## config.mk

```make
export PLATFORM = sky130hd
export DESIGN_NAME = debounce_multi_flat
export DESIGN_NICKNAME = d
export VERILOG_FILES = /design/src/rtl/debounce_multi_if.sv /design/src/rtl/debounce_multi.sv /design/src/flat_wrapper.sv
export SDC_FILE = /design/constraint.sdc
export NUM_CORES = 1
export LEC_CHECK = 0
export ABC_AREA = 1
export ABC_CLOCK_PERIOD_IN_PS = 1900
export BUFFER_PORTS_ARGS = -buffer_cell sky130_fd_sc_hd__buf_2
export CAP_MARGIN = 30
export CORE_MARGIN = 3
export CORE_UTILIZATION = 55
export CTS_CLUSTER_SIZE = 10
export DETAILED_ROUTE_END_ITERATION = 12
export MAX_ROUTING_LAYER = met4
export PLACE_DENSITY = 0.72
export SLEW_MARGIN = 20
export SYNTH_ARGS = -nofsm -noshare
export SYNTH_HDL_FRONTEND = slang
export SYNTH_SLANG_ARGS = --single-unit
```

## constraint.sdc

```tcl
create_clock -name clk -period 1.9 [get_ports clk]
set_clock_uncertainty 0.15 [all_clocks]
set_input_delay 0.19 -clock clk [delete_from_list [all_inputs] [get_ports clk]]
set_output_delay 0.19 -clock clk [all_outputs]
set_load 0.01 [all_outputs]
```

## src/rtl/debounce_multi_if.sv

```systemverilog
// Bundle of the sample tick, raw inputs and debounced outputs of debounce_multi.
// The slave side is the debouncer; the master side is whoever drives the raw
// inputs and consumes the debounced level and pulses.
interface debounce_multi_if #(
    parameter int CHANNELS = 4
);
    logic                sample_en;
    logic [CHANNELS-1:0] sig_in;
    logic [CHANNELS-1:0] level;
    logic [CHANNELS-1:0] rise;
    logic [CHANNELS-1:0] fall;
    logic [CHANNELS-1:0] hold;
    logic                any_change;

    modport master (
        output sample_en, sig_in,
        input  level, rise, fall, hold, any_change
    );

    modport slave (
        input  sample_en, sig_in,
        output level, rise, fall, hold, any_change
    );
endinterface

```

## src/rtl/debounce_multi.sv

```systemverilog
// Multi-channel counter-based debouncer with per-channel synchroniser,
// programmable stability window, sample-rate enable, rise/fall pulses and a
// long-press hold pulse. Every output comes from a register (any_change is an
// OR of registered pulses), so raw inputs never reach an output combinationally.
module debounce_multi #(
    parameter int CHANNELS      = 4,
    parameter int SYNC_STAGES   = 2,
    parameter int CNT_WIDTH     = 16,
    parameter int STABLE_CYCLES = 1000,
    parameter int HOLD_WIDTH    = 24,
    parameter int HOLD_CYCLES   = 500000
) (
    input  logic            clk,
    input  logic            rst,
    debounce_multi_if.slave dbIf
);

    localparam logic [CNT_WIDTH-1:0]  STABLE_LAST = CNT_WIDTH'(STABLE_CYCLES - 1);
    localparam logic [HOLD_WIDTH-1:0] HOLD_LAST   = HOLD_WIDTH'(HOLD_CYCLES - 1);
    localparam logic [HOLD_WIDTH-1:0] HOLD_MAX    = HOLD_WIDTH'(HOLD_CYCLES);

    logic [CHANNELS-1:0] levelVec;
    logic [CHANNELS-1:0] riseVec;
    logic [CHANNELS-1:0] fallVec;
    logic [CHANNELS-1:0] holdVec;

    for (genvar ch = 0; ch < CHANNELS; ch++) begin : g_ch
        logic [SYNC_STAGES-1:0] sync_q, sync_d;
        logic [CNT_WIDTH-1:0]   stableCnt_q, stableCnt_d;
        logic [HOLD_WIDTH-1:0]  holdCnt_q, holdCnt_d;
        logic                   level_q, level_d;
        logic                   rise_q, rise_d;
        logic                   fall_q, fall_d;
        logic                   hold_q, hold_d;
        logic                   syncOut;

        assign syncOut = sync_q[SYNC_STAGES-1];

        // Next state: shift the synchroniser, run the stability window against
        // the current level, and count sampled ticks spent at level 1.
        always_comb begin
            sync_d      = {sync_q[SYNC_STAGES-2:0], dbIf.sig_in[ch]};
            stableCnt_d = stableCnt_q;
            holdCnt_d   = holdCnt_q;
            level_d     = level_q;
            rise_d      = 1'b0;
            fall_d      = 1'b0;
            hold_d      = 1'b0;

            if (syncOut == level_q) begin
                stableCnt_d = '0;
            end else if (dbIf.sample_en) begin
                if (stableCnt_q == STABLE_LAST) begin
                    level_d     = ~level_q;
                    stableCnt_d = '0;
                    rise_d      = ~level_q;
                    fall_d      = level_q;
                end else begin
                    stableCnt_d = stableCnt_q + 1'b1;
                end
            end

            if (level_q && !level_d) begin
                holdCnt_d = '0;
            end else if (level_q && dbIf.sample_en && (holdCnt_q != HOLD_MAX)) begin
                holdCnt_d = holdCnt_q + 1'b1;
                hold_d    = (holdCnt_q == HOLD_LAST);
            end
        end

        // State register; reset wins over every other event.
        always_ff @(posedge clk) begin
            if (rst) begin
                sync_q      <= '0;
                stableCnt_q <= '0;
                holdCnt_q   <= '0;
                level_q     <= 1'b0;
                rise_q      <= 1'b0;
                fall_q      <= 1'b0;
                hold_q      <= 1'b0;
            end else begin
                sync_q      <= sync_d;
                stableCnt_q <= stableCnt_d;
                holdCnt_q   <= holdCnt_d;
                level_q     <= level_d;
                rise_q      <= rise_d;
                fall_q      <= fall_d;
                hold_q      <= hold_d;
            end
        end

        assign levelVec[ch] = level_q;
        assign riseVec[ch]  = rise_q;
        assign fallVec[ch]  = fall_q;
        assign holdVec[ch]  = hold_q;
    end

    assign dbIf.level      = levelVec;
    assign dbIf.rise       = riseVec;
    assign dbIf.fall       = fallVec;
    assign dbIf.hold       = holdVec;
    assign dbIf.any_change = |(riseVec | fallVec);

endmodule

```

## src/flat_wrapper.sv

```systemverilog
// flat-port wrapper written by rule: the top's interface ports become plain ports
module debounce_multi_flat 
#(
    parameter int CHANNELS      = 4,
    parameter int SYNC_STAGES   = 2,
    parameter int CNT_WIDTH     = 16,
    parameter int STABLE_CYCLES = 1000,
    parameter int HOLD_WIDTH    = 24,
    parameter int HOLD_CYCLES   = 500000
)
  (clk, rst, dbIf_sample_en, dbIf_sig_in, dbIf_level, dbIf_rise, dbIf_fall, dbIf_hold, dbIf_any_change);
  debounce_multi_if #(.CHANNELS(CHANNELS)) dbIf_i ();
  input  logic clk;
  input  logic rst;
  input wire logic [$bits(dbIf_i.sample_en)-1:0] dbIf_sample_en;
  input wire logic [$bits(dbIf_i.sig_in)-1:0] dbIf_sig_in;
  output wire logic [$bits(dbIf_i.level)-1:0] dbIf_level;
  output wire logic [$bits(dbIf_i.rise)-1:0] dbIf_rise;
  output wire logic [$bits(dbIf_i.fall)-1:0] dbIf_fall;
  output wire logic [$bits(dbIf_i.hold)-1:0] dbIf_hold;
  output wire logic [$bits(dbIf_i.any_change)-1:0] dbIf_any_change;
  assign dbIf_i.sample_en = dbIf_sample_en;
  assign dbIf_i.sig_in = dbIf_sig_in;
  assign dbIf_level = dbIf_i.level;
  assign dbIf_rise = dbIf_i.rise;
  assign dbIf_fall = dbIf_i.fall;
  assign dbIf_hold = dbIf_i.hold;
  assign dbIf_any_change = dbIf_i.any_change;
  debounce_multi #(.CHANNELS(CHANNELS), .SYNC_STAGES(SYNC_STAGES), .CNT_WIDTH(CNT_WIDTH), .STABLE_CYCLES(STABLE_CYCLES), .HOLD_WIDTH(HOLD_WIDTH), .HOLD_CYCLES(HOLD_CYCLES)) u_core (.clk(clk), .rst(rst), .dbIf(dbIf_i));
endmodule
```

Yosys cells after proc, flatten, opt, wreduce, memory -nomap -nowiden
Index checks and enable logic that the tools add are counted.

Register bits: 184. Bits in latches: 0. Bits in writable memories: 0. ROM bits: 0. Logic and storage cells: 115. Memories kept: 0.

Add/sub/neg operators: 8. $mul: 0. Div/mod/pow operators: 0. Magnitude comparators: 0. Equal/unequal tests: 16. Shift-type cells: 0. Muxes and demuxes: 16. Bitwise logic cells: 14. Reduce and logical (&&, ||, !) cells: 33.

Operators by type and width (number): 24-bit by 1-bit adder with 24-bit output (second input constant) (4); 24-bit by 19-bit equality test with 1-bit output (second input constant) (4); 24-bit by 19-bit != test with 1-bit output (second input constant) (4); 16-bit by 1-bit adder with 16-bit output (second input constant) (4); 16-bit by 10-bit equality test with 1-bit output (second input constant) (4); 16-bit two-way mux (4); 4-bit OR reduction (5); 2-bit OR reduction (8); 1-bit NOT (13); 1-bit logical AND (12); 1-bit two-way mux (12); 3-bit OR reduction (4); 1-bit equality test (4); 1-bit logical NOT (4); 4-bit bitwise OR (1).

Depth between registers and ports, before layout
Depth in word-level cells: 7. Depth in mapped cells: 11.

Least setup slack after synthesis
OpenSTA, ideal clock, no wires.

Kind: register to register. From: register u_core.g_ch[0].holdCnt_q[0]. To: register u_core.g_ch[0].holdCnt_q[18]. Setup time: 0.115 ns. Data arrival time: 1.402 ns. Required time: 1.635 ns. Slack: 0.233 ns. Cell stages (with the launch flop): 11. Buffers on the path: 1. Cell sequence: dfxtp_1 -> inv_1 -> ha_1 -> nand3_1 -> nor2_1 -> nand3_4 -> nand2_4 -> inv_4 -> buf_6 -> nand2_1 -> a21oi_2.

Longest elaborated chain between the ends: 2.

Ends and longest elaborated chain: start: declaration (line debounce_multi.sv:30) `logic [HOLD_WIDTH-1:0] holdCnt_q, holdCnt_d;`; start signal: assignment (line debounce_multi.sv:84) `holdCnt_q <= holdCnt_d;`; branches (longest 2 deep; another with 24-bit by 1-bit adder with 24-bit output).

Several ways; the timed one is not identified. A chain may end at the register's enable or synchronous reset.

Final worst setup path
From: register u_core.g_ch[2].fall_q. To: output port dbIf_any_change.

Longest elaborated chain between the ends: 2.

Ends and longest elaborated chain: start: declaration (line debounce_multi.sv:33) `logic fall_q, fall_d;`; start signal: assignment (line debounce_multi.sv:87) `fall_q <= fall_d;`; 4-bit bitwise OR (line debounce_multi.sv:102) `assign dbIf.any_change = |(riseVec | fallVec);`; 4-bit OR reduction (line debounce_multi.sv:102); end: declaration (line flat_wrapper.sv:21) `output wire logic [$bits(dbIf_i.any_change)-1:0] dbIf_any_change;`.

No other way between the ends.

==> impl_metrics.tcl <==
set metrics [dict create \
    synth.distinct_cells 42 \
    maxSlewHeadroom_pct 69.65 \
    clockBufferDepth 2 \
    synth_largest_area_cell "dfxtp_1" \
    setup_viol 0 \
    synth_seq_area_share_pct 34.30 \
    wl_um 24960 \
    drive_gt1_share_pct 11.58 \
    worstSetupPathType "reg -> out" \
    synth_area_leaders "dfxtp_1, nand2_1, nor2_1, inv_1, a21oi_1" \
    clock_sinks 184 \
    io-pin-count 24 \
    fp.dieH_um 145.7 \
    fin_util_pct 62.97 \
    synth_top_flop_cell "dfxtp_1" \
    ctsRootBufferMaster "clkbuf_16" \
    rows 50 \
    grt_pass1_wl_um 41770 \
    synth_edf_count 0 \
    io_buffers 23 \
    r2r_cells 8 \
    worstMarginPinSlew_ps 451.0 \
    die_area_um2 21240 \
    syn_nets 1697 \
    hold_viol 0 \
    grt_pass1_vias 9159 \
    avgSynthCellArea_um2 6.400 \
    cp_data_required_time_ps 1560 \
    gp_congestion 0.9399 \
    yosys_warnings 0 \
    clkTransAtPathRegs_ps 70 \
    drtIter0Drc 602 \
    track_usage_pct 23.67 \
    min_period_ps 1779 \
    numCtsBuffers 17 \
    holdPathStages 3 \
    drc 0 \
    maxCapViolations 0 \
    final.period_utilization_pct 93.62 \
    areaGrowthSynthToFinish_pct 11.15 \
    powerDensity_nw_per_um2 627.0 \
    viasPerCell 5.123 \
    dp_hpwl_um 17970 \
    end_kind "output port" \
    initial_utilization_pct 56.65 \
    report.final.slew_viol_count 0 \
    rsz0062_at_grt "true" \
    core_area_um2 18960 \
    fin_nets 1751 \
    grt-ovfl-total 0 \
    p_leak_nw 4.328 \
    grt_max_degree 25 \
    syn-cell-area_um2 10740 \
    fmax_mhz 562.2 \
    wire_per_inst_um 12.45 \
    status "finished, final reports clean" \
    arrival_ps 1440 \
    drt-pass1-iter-count 6 \
    cp-start-kind "register" \
    multi_input_area_um2 6081 \
    r2r_start "u_core.g_ch[2].stableCnt_q[0]" \
    clock_latency_ps 440 \
    reg2reg_to "u_core.g_ch[2].holdCnt_q[15]" \
    num_antenna_cells 0 \
    route.vias.total 10270 \
    min_path_type "in -> reg" \
    worstPathMaxFanout 2 \
    fill_cells 1763 \
    hp-start "rst" \
    peakVddDrop_mv 0.5911 \
    drtAntennaViolNets 0 \
    cts_tree "built" \
    antenna_found_initial 0 \
    syn_inst 1678 \
    min_to "u_core.g_ch[0].sync_q[1]" \
    ys_async_sr_fraction_pct 0 \
    synth_seq_cells 184 \
    rrSetupSlack_ps 140 \
    synth_top_area_share_pct 34.30 \
    fin_total_pwr_mw 7.484 \
    die_x_um 145.7 \
    htree_levels 4 \
    register_area_um2 3689 \
]
stage by stage:
stage / hold slack [ps] / instance area, um^2 / TNS (ps) / cells / setup WS, ps
floorplan: 147.0 / 10740 / 0 / 1678 / 233.0
global placement: 239.5 / 11190 / 0 / 1965 / 76.93
detailed placement: 246.8 / 11190 / 0 / 1965 / 24.13
CTS: 53.54 / 11790 / 0 / 2001 / 10.66
global route: 62.42 / 11940 / -21.50 / 2005 / -11.37
finish: 56.59 / 11940 / 0 / 2005 / 121.3
critical path: stages (launching register included):
cell     delay (ps)
dfxtp_1         340
nor4_1          300
buf_4           180
nand2_1          40
buf_2           140
cells by family after synthesis:
kind of cell	Yosys count	synth area share, %
compound gates	162	8.459
buf+inv	223	9.915
simple gates	1038	41.12
flops	184	34.30
xor+xnor	59	4.812
fa+ha+maj	12	1.398
report_power, final:
part / switching (mW) / total (mW) / internal (mW)
clock network: 1.59 / 3.44 / 1.85
logic: 0.112 / 0.169 / 0.0577
registers: 0.00536 / 3.87 / 3.86
cell usage after synthesis (10+ instances only):
cell / instances
inv_1: 157
nor2_1: 275
a21oi_2: 20
buf_2: 11
xor2_1: 39
dfxtp_1: 184
nor2_2: 13
inv_2: 10
xnor2_1: 20
nor3_1: 26
buf_6: 15
nand4_1: 25
nand2_1: 542
buf_4: 20
a21oi_1: 111
o21ai_0: 22
nand3_1: 107
ha_1: 12
worst max path at each step:
stage | from | endpoint | cells past startpoint | slack [ps]
2_1_floorplan | u_core.g_ch[0].holdCnt_q[0] | u_core.g_ch[0].holdCnt_q[18] | 10 | 230
3_3_place_gp | u_core.g_ch[0].holdCnt_q[0] | u_core.g_ch[0].holdCnt_q[14] | 7 | 80
3_5_place_dp | u_core.g_ch[0].stableCnt_q[0] | u_core.g_ch[0].holdCnt_q[9] | 8 | 20
4_1_cts | u_core.g_ch[3].holdCnt_q[0] | u_core.g_ch[3].hold_q | 9 | 10
5_1_grt | u_core.g_ch[3].stableCnt_q[0] | u_core.g_ch[3].holdCnt_q[1] | 8 | -10
6_report | u_core.g_ch[2].fall_q | dbIf_any_change | 4 | 120
per-layer routing:
metal  routed length, um  vias to the layer above  global-route usage, %
met1               11820                     4647                  31.16
met5                   0                        -                      -
met4                 377                        0                  5.888
met3                1141                       41                  4.267
met2               11620                      214                  37.94
li1                    -                     5369                      -
final cells by class:
| type | instances | area share [%] |
|---|---|---|
| flip-flops and latches | 184 | 30.90 |
| clock inverters | 13 | 1.017 |
| repair buffers | 84 | 5.168 |
| inverters | 173 | 5.535 |
| well taps | 260 | 2.725 |
| clock buffers | 19 | 3.711 |
| multi-input cells | 1272 | 50.94 |
placed cells by master (no fill, tap or decap), types with 3 or more instances in the layout:
cell type	instances
and2_1	4
a21oi_1	111
nor2_1	267
xor2_1	39
clkinvlp_4	4
nor3b_1	6
inv_2	10
nor4_1	3
dlygate4sd3_1	4
nand3b_1	7
a21oi_2	20
nand2_2	8
buf_4	54
nand4_1	25
nand2_8	5
nand2_4	3
dfxtp_2	4
dfxtp_1	180
clkbuf_16	18
nand2_1	541
nor3_1	26
inv_1	154
nand3_4	3
ha_1	11
or2_2	4
xnor2_1	20
clkinv_2	4
nor2_4	4
o21bai_1	3
inv_4	4
o21ai_0	22
clkinv_1	4
buf_2	23
nand3_1	107
nor2_2	20
flip-flops by register name, indices dropped and copies added, names as in the netlist:
signal	count
u_core.g_ch.fall_q	4
u_core.g_ch.holdCnt_q	96
u_core.g_ch.hold_q	4
u_core.g_ch.level_q	4
u_core.g_ch.rise_q	4
u_core.g_ch.stableCnt_q	64
u_core.g_ch.sync_q	8
repair_timing:
action	4_1_cts	5_1_grt
hold buffers	4	0
hold endpoints to repair	4	0
resized for setup	0	31
setup endpoints to repair	0	102
buffers inserted	0	2
(Power assumes the default switching activity.)
